===== src/rtl/div_pkg.sv =====
// Shared definitions for the iterative RV32M divider: op encodings, FSM states,
// default operand width and small op-decoding helpers.
package div_pkg;

    localparam int DIV_XLEN = 32;

    typedef enum logic [1:0] {
        OP_DIV  = 2'b00,
        OP_DIVU = 2'b01,
        OP_REM  = 2'b10,
        OP_REMU = 2'b11
    } div_op_t;

    typedef enum logic [1:0] {
        ST_IDLE = 2'b00,
        ST_CALC = 2'b01,
        ST_FIX  = 2'b10,
        ST_DONE = 2'b11
    } div_state_t;

    function automatic logic op_is_signed(input div_op_t op);
        return (op == OP_DIV) || (op == OP_REM);
    endfunction

    function automatic logic op_is_rem(input div_op_t op);
        return (op == OP_REM) || (op == OP_REMU);
    endfunction

endpackage


===== src/rtl/div_step.sv =====
// One restoring-division iteration: shift {rem, quo} left, trial-subtract the
// divisor, keep the difference and set the quotient LSB when it is non-negative.
module div_step #(
    parameter int XLEN = 32
) (
    input  logic [XLEN:0]   rem,
    input  logic [XLEN-1:0] quo,
    input  logic [XLEN-1:0] divisor,
    output logic [XLEN:0]   rem_next,
    output logic [XLEN-1:0] quo_next
);

    // One spare bit above the partial remainder makes the borrow an explicit sign bit.
    logic [XLEN+1:0] shifted;
    logic [XLEN+1:0] diff;

    assign shifted = {rem, quo[XLEN-1]};
    assign diff    = shifted - {2'b00, divisor};

    always_comb begin
        rem_next = shifted[XLEN:0];
        quo_next = {quo[XLEN-2:0], 1'b0};
        if (!diff[XLEN+1]) begin
            rem_next = diff[XLEN:0];
            quo_next = {quo[XLEN-2:0], 1'b1};
        end
    end

endmodule


===== src/rtl/ex_div_seq.sv =====
// EX-stage RV32M DIV/DIVU/REM/REMU unit, restoring, one quotient bit per cycle.
// Optional DIV_FASTPATH_EN: divide-by-zero and signed overflow finish straight from IDLE.
module ex_div_seq
    import div_pkg::*;
#(
    parameter int XLEN = DIV_XLEN
) (
    input  logic            i_clk,
    input  logic            i_rst,
    input  logic            i_start,
    input  logic [1:0]      i_op,
    input  logic [XLEN-1:0] i_rs1,
    input  logic [XLEN-1:0] i_rs2,
    input  logic            i_flush,
    output logic            o_busy,
    output logic            o_stall,
    output logic            o_valid,
    output logic [XLEN-1:0] o_result
);

    localparam int CNT_W = $clog2(XLEN);
    localparam logic [XLEN-1:0] MIN_NEG = {1'b1, {(XLEN-1){1'b0}}};

`ifdef DIV_FASTPATH_EN
    localparam bit FAST_EN = 1'b1;
`else
    localparam bit FAST_EN = 1'b0;
`endif

    div_state_t state_reg, state_next;

    logic            rem_sel_reg;
    logic            neg_quo_reg;
    logic            neg_rem_reg;
    logic            dz_reg;
    logic            ovf_reg;
    logic [XLEN-1:0] rs1_reg;
    logic [XLEN-1:0] divisor_reg;
    logic [XLEN:0]   rem_reg;
    logic [XLEN-1:0] quo_reg;
    logic [CNT_W-1:0] cnt_reg;
    logic [XLEN-1:0] result_reg;

    div_op_t         op_in;
    logic            in_signed;
    logic            rs1_neg_in;
    logic            rs2_neg_in;
    logic [XLEN-1:0] abs_rs1;
    logic [XLEN-1:0] abs_rs2;
    logic            dz_in;
    logic            ovf_in;
    logic            special_in;
    logic            accept;
    logic [XLEN:0]   step_rem;
    logic [XLEN-1:0] step_quo;
    logic [XLEN-1:0] fix_result;

    // RISC-V mandated results; only divide-by-zero and signed overflow reach here.
    function automatic logic [XLEN-1:0] special_value(input logic is_rem,
                                                      input logic dz,
                                                      input logic [XLEN-1:0] rs1);
        if (dz)
            return is_rem ? rs1 : '1;
        return is_rem ? '0 : MIN_NEG;
    endfunction

    assign op_in      = div_op_t'(i_op);
    assign in_signed  = op_is_signed(op_in);
    assign rs1_neg_in = in_signed & i_rs1[XLEN-1];
    assign rs2_neg_in = in_signed & i_rs2[XLEN-1];
    assign abs_rs1    = rs1_neg_in ? -i_rs1 : i_rs1;
    assign abs_rs2    = rs2_neg_in ? -i_rs2 : i_rs2;
    assign dz_in      = (i_rs2 == '0);
    assign ovf_in     = in_signed && (i_rs1 == MIN_NEG) && (i_rs2 == '1);
    assign special_in = dz_in | ovf_in;
    assign accept     = (state_reg == ST_IDLE) && i_start && !i_flush;

    div_step #(.XLEN(XLEN)) u_step (
        .rem      (rem_reg),
        .quo      (quo_reg),
        .divisor  (divisor_reg),
        .rem_next (step_rem),
        .quo_next (step_quo)
    );

    // State register
    always_ff @(posedge i_clk or posedge i_rst) begin
        if (i_rst)
            state_reg <= ST_IDLE;
        else
            state_reg <= state_next;
    end

    // Next-state logic; flush wins over everything
    always_comb begin
        state_next = state_reg;
        if (i_flush) begin
            state_next = ST_IDLE;
        end else begin
            case (state_reg)
                ST_IDLE: if (i_start) state_next = (FAST_EN && special_in) ? ST_DONE : ST_CALC;
                ST_CALC: if (cnt_reg == '0) state_next = ST_FIX;
                ST_FIX:  state_next = ST_DONE;
                ST_DONE: state_next = ST_IDLE;
                default: state_next = ST_IDLE;
            endcase
        end
    end

    // Outputs; stall covers the start cycle so upstream holds from the first cycle
    always_comb begin
        o_busy  = (state_reg == ST_CALC) || (state_reg == ST_FIX);
        o_stall = accept || (state_reg == ST_CALC) || (state_reg == ST_FIX);
        o_valid = (state_reg == ST_DONE);
    end

    assign o_result = result_reg;

    always_comb begin
        fix_result = '0;
        if (dz_reg || ovf_reg)
            fix_result = special_value(rem_sel_reg, dz_reg, rs1_reg);
        else if (rem_sel_reg)
            fix_result = neg_rem_reg ? -rem_reg[XLEN-1:0] : rem_reg[XLEN-1:0];
        else
            fix_result = neg_quo_reg ? -quo_reg : quo_reg;
    end

    // Datapath: operand capture, iteration and the result register
    always_ff @(posedge i_clk or posedge i_rst) begin
        if (i_rst) begin
            rem_sel_reg <= 1'b0;
            neg_quo_reg <= 1'b0;
            neg_rem_reg <= 1'b0;
            dz_reg      <= 1'b0;
            ovf_reg     <= 1'b0;
            rs1_reg     <= '0;
            divisor_reg <= '0;
            rem_reg     <= '0;
            quo_reg     <= '0;
            cnt_reg     <= '0;
            result_reg  <= '0;
        end else if (accept) begin
            rem_sel_reg <= op_is_rem(op_in);
            neg_quo_reg <= rs1_neg_in ^ rs2_neg_in;
            neg_rem_reg <= rs1_neg_in;
            dz_reg      <= dz_in;
            ovf_reg     <= ovf_in;
            rs1_reg     <= i_rs1;
            divisor_reg <= abs_rs2;
            rem_reg     <= '0;
            quo_reg     <= abs_rs1;
            cnt_reg     <= CNT_W'(XLEN - 1);
            if (FAST_EN && special_in)
                result_reg <= special_value(op_is_rem(op_in), dz_in, i_rs1);
        end else if (!i_flush) begin
            case (state_reg)
                ST_CALC: begin
                    rem_reg <= step_rem;
                    quo_reg <= step_quo;
                    if (cnt_reg != '0)
                        cnt_reg <= cnt_reg - CNT_W'(1);
                end
                ST_FIX:  result_reg <= fix_result;
                default: ;
            endcase
        end
    end

endmodule


===== config.mk =====
export PLATFORM = sky130hd
export DESIGN_NAME = ex_div_seq
export DESIGN_NICKNAME = d
export VERILOG_FILES = /design/src/rtl/div_pkg.sv /design/src/rtl/div_step.sv /design/src/rtl/ex_div_seq.sv
export SDC_FILE = /design/constraint.sdc
export NUM_CORES = 1
export LEC_CHECK = 0
export ABC_AREA = 1
export CORE_ASPECT_RATIO = 0.5
export CORE_MARGIN = 3
export CORE_UTILIZATION = 55
export CTS_CLUSTER_SIZE = 12
export DETAILED_ROUTE_END_ITERATION = 10
export PLACE_DENSITY = 0.84
export SLEW_MARGIN = 15
export SYNTH_ARGS = -nofsm -noshare
export SYNTH_HDL_FRONTEND = slang
export SYNTH_SLANG_ARGS = --single-unit

===== constraint.sdc =====
create_clock -name i_clk -period 6.8 [get_ports i_clk]
set_clock_uncertainty 0.05 [all_clocks]
set_input_delay 2.04 -clock i_clk [delete_from_list [all_inputs] [get_ports i_clk]]
set_output_delay 2.04 -clock i_clk [all_outputs]
set_load 0.01 [all_outputs]

======== Yosys cells after proc, flatten, opt, wreduce, memory -nomap -nowiden ========
Index checks and enable logic that the tools add are counted.
Widths: inputs -> output; s select.
storage, ports and cells
  logic and storage cells ................. 83
  output and inout port bits .............. 35
  bits of input ports ..................... 70
  flip-flop bits (word level) ............. 173
cells by class
  eq/ne operators ......................... 10
  reductions and logical operators ........ 22
  bitwise logic cells ..................... 5
  $add $sub $neg .......................... 6
  mux-type cells .......................... 28
operators by type and width
  cell                  count
  $mux 32               13
  $mux 33               4
  $neg 32->32           4
  $eq 32x32->1 const B  2
  $sub 34x32->34        1
  $logic_not 32->1      1
  $mux 5                4
  $eq 2x2->1 const B    4
  $pmux 2 s4            1
  $logic_or 1x1->1      6
  $mux 2                3
  $ne 3x3->1 const B    2
  $reduce_and 3->1      2
  $logic_not 5->1       1
  $reduce_bool 5->1     1
  $sub 5x1->5 const B   1
  $logic_and 1x1->1     4
  $logic_not 2->1       2
  $reduce_and 2->1      2
  $reduce_bool 2->1     2
  $mux 1                3
  $and 1x1->1           2
  $eq 2x1->1 const B    1
  $ne 2x1->1 const B    1
  other kinds (3)       4

======== Logic depth before layout (Yosys ltp) ========
  depth after elaboration ................. 5
  mapped depth ............................ 17

======== By module ========
A second synthesis with hierarchy kept.
unflattened totals
  cell total of the unflattened synthesis .. 2517
  area, all modules ....................... 15358.5 um2
by module, submodules not included
  module      cells each  times used  area an instance (um2)
  ex_div_seq  1765        1           11681.2
  div_step    752         1           3677.3

======== Worst setup path before layout ========
No wires, ideal clock.
  path type ............................... input-to-output
  from .................................... in i_start
  to ...................................... out o_stall
  required time ........................... 4.710 ns
  path buffers ............................ 2
  cell stages on the path ................. 6
  slack ................................... 1.747 ns
  data arrival time ....................... 2.963 ns
  cells stage by stage .................... nand2_1 > nor2_1 > inv_2 > clkbuf_1 > buf_1 > nand2_1
between the ends
  cells in the longest elaborated chain, start to end .. 4
RTL lines
  what                             line               text
  start: declaration               ex_div_seq.sv:10   input logic i_start,
  $logic_and 1x1->1 (2 in series)  ex_div_seq.sv:76   assign accept = (state_reg == ST_IDLE) && i_start && !i_flush;
  $logic_or 1x1->1 (2 in series)   ex_div_seq.sv:113  o_stall = accept || (state_reg == ST_CALC) || (state_reg == ST_FIX);
  end: declaration                 ex_div_seq.sv:16   output logic o_stall,
No other way between the ends.

======== Worst setup path in the final report ========
Same ends and word-level chain as after synthesis.

==> metrics.txt <==
CP delay by family, top=buffers and inverters; clk slew on worst S/H paths=about 0.070 ns; H-tree levels=4; all-layer global routing usage=about 33%; total grt overflow=0; proportion of layout cells with a drive suffix above 1=4.047%; CP bufs+invs=3; # Post-CTS Setup Buffers=0; Reg-to-Reg End=rem_reg[21]$_DFFE_PP0P_; most frequent cells in the layout=663 x nand2_1, 325 x inv_1, 268 x nand3_1; Pleak=just over 8 nW; Die Wd=234.6 microns; post-cts resize count=0; R2R setup slack=between 3 and 4 ns; Port Buffers=about 100; Sw Pwr=slightly above 0.003 W; outcome=complete, no violations; Internal Dissipation=0.003242 W; PwrDens=slightly below 400 nW/um^2; reg2reg start=state_reg[1]$_DFFE_PP0P_; ys async rst share=100.0%; DR vias/cell=about 5.8; top cells by area, synth=dfrtp_1 30%, nand2_1 17%, nand3_1 9.3%; period utilisation layout=between 80% and 90%; Slew headroom=23.06%; DIE HEIGHT=roughly 120 microns; Worst R2R Path Depth=10; I/O pins=roughly 110; Hold Crit Start=rs1_reg[6]$_DFFE_PP0P_; via count=15780; Antenna Violating Nets Remaining=0; RSZ-0062 raised after global routing=false; syn nets=approximately 2400; die area=~28000 sq um; core area=roughly 25000 sq um; Worst EP required=about 4.7 ns; logic gate share of total power=between 50% and 60%; CTS Buf Count=17; clock power share=17.3%; Slew @ Worst Pin=between 1 and 1.5 ns; Main synth FF type=dfrtp_1; Final HPWL DP=between 30 and 40 mm; Post-Syn Instances=about 2300; cell taking the most area after synthesis=dfrtp_1; Tightest Hold Check Type=reg2reg; switching portion of total power=48.28%; DRC=0; crit-path max cell delay=about 0.53 ns; Largest register FFs=33; cell area after synthesis=14370 sq um; startpoint types=primary input; fin area=~16000 sq um; final count of hold timing violations=0; CTS tree=done; CP max-delay cell=clkdlybuf4s50_1; Final Setup Violations=0; maximum clock insertion buffer count=2; Synthesis Warnings=0; worst hold slack=~0.42 ns; CP Cell Sequence=clkdlybuf4s50_1 > nand2_1 > nor2_4 > inv_2 > nand2_1 > clkdlybuf4s50_1; final slew viol count=0; Final WS setup=1.236 ns; diode count=0; Synth top area share=approximately 30%; FF+latch count, synth=about 170; VDD IR-drop max=0.3649 mV; Max-Cap Viols=0; initial antenna violation count=1; Synth Area per Inst=slightly above 6 sq um; hold_buf cts=0; total power draw=approximately 0.0063 W; sequential area share after synthesis=about 30%; CP Data Arrival Time=3.47 ns; commonest non-fill, non-tap cell in the layout=nand2_1; fin nets=between 2000 and 2500; Hold Path Cell Cnt=2; Synth cell types=50; TNS Setup=0 ns; clk root buf=clkbuf_16; final wirelength=roughly 47 mm; fraction of power consumed by sequential logic=roughly 28%; Starting Density=56.49%; clock sink count=between 150 and 200; fill count=about 2400; drt wl/cell=between 15 and 20 microns; drt pass-1 iters=8; pin count of the biggest net entering global routing=96; CP Max Fanout=8; GPL Wtd Cong=between 0.9 and 1; Rows=between 40 and 50; Clock Latency Late Sink=about 0.46 ns; Tmin final=approximately 5.6 ns; Hold Path Sink=rs1_reg[6]$_DFFE_PP0P_; vias in the first global route=14190; critical path type=in2out; DP Worst Slack=1.247 ns; DR iter-0 viols=roughly 2100; DP Area=15610 sq um; global-route wire length before repair=74.85 mm; number of synthesized flops with an enable pin=0; Peak Freq=approximately 0.18 GHz; area delta synth->final=13.01%; CP endpoint kind=output pin
metrics by stage:
| stage | util, % | std cells |
|---|---|---|
| 6_report | 63.84 | 2741 |
| 5_1_grt | 63.84 | 2741 |
| 4_1_cts | 63.84 | 2741 |
| 3_5_place_dp | 61.35 | 2709 |
| 3_3_place_gp | 61.35 | 2709 |
| 2_1_floorplan | - | 2328 |
final cells by class:
| type | count | area (sq um) | share of cell area, % |
|---|---|---|---|
| multi-input combinational | 1737 | 8433 | 51.91 |
| sequential | 173 | 4330 | 26.66 |
| inverter | 337 | 1270 | 7.818 |
| timing repair buffer | 118 | 1146 | 7.055 |
| clock buffer | 19 | 432.9 | 2.665 |
| tap | 344 | 430.4 | 2.650 |
| clock inverter | 13 | 201.4 | 1.240 |
cell families after synthesis:
logic type | after synthesis | share of synthesized area (%)
simple gates | 1318 | 39.52
buf+inv | 418 | 11.32
compound gates | 342 | 13.13
flops | 173 | 30.12
fa+ha+maj | 45 | 3.969
xor+xnor | 32 | 1.950
worst max-delay path by stage:
| stage | slack, ns | from | cells after the start | end |
|---|---|---|---|---|
| after CTS | 1.24 | i_start | 6 | o_stall |
| after global placement | 1.24 | i_start | 6 | o_stall |
| after global routing | 1.14 | i_start | 6 | o_stall |
| after floorplan | 0.02 | i_rst | 1 | cnt_reg[0]$_DFFE_PP0P_ |
| after detailed placement | 1.25 | i_start | 6 | o_stall |
| final | 1.24 | i_start | 6 | o_stall |
metal layers:
layer | share of wire, % | GRT usage, %
met5 | 0.026 | 0
met4 | 3.0 | 9.962
met3 | 11 | 7.680
met2 | 43 | 49.89
met1 | 43 | 46.99
power by group through the flow:
| stage | clock, W | combinational [W] | sequential (W) |
|---|---|---|---|
| 6_report | 0.00109 | 0.00343 | 0.00175 |
| 5_1_grt | 0.00113 | 0.00384 | 0.00179 |
| 4_1_cts | 0.00109 | 0.00337 | 0.00173 |
| 3_5_place_dp | 0 | 0.00332 | 0.00174 |
| 3_3_place_gp | 0 | 0.00327 | 0.00174 |
| 2_1_floorplan | 0 | 0.00229 | 0.00171 |
synthesized netlist by cell type, drive strengths merged, types with 2 or more instances:
master,count
nand2,673
inv,335
nor2,274
nand3,269
dfrtp,173
o21ai,168
a21oi,107
clkbuf,55
ha,44
nor3,44
nand4,30
buf,26
xor2,17
nand3b,16
a31oi,15
xnor2,15
o211ai,10
o21bai,9
or2,7
a32oi,6
o22ai,6
o31ai,5
a22oi,3
a41oi,3
nor4,3
o311ai,3
a21o,2
a2bb2oi,2
clkinv,2
worst reg2reg max path: cells and delay by family (launching register included):
| kind | cells | cell delay [ns] |
|---|---|---|
| buf+inv | 5 | 1.94 |
| simple gates | 4 | 0.71 |
| flops | 1 | 0.40 |
| fa+ha+maj | 1 | 0.18 |
Power figures use the tool's default switching activity.
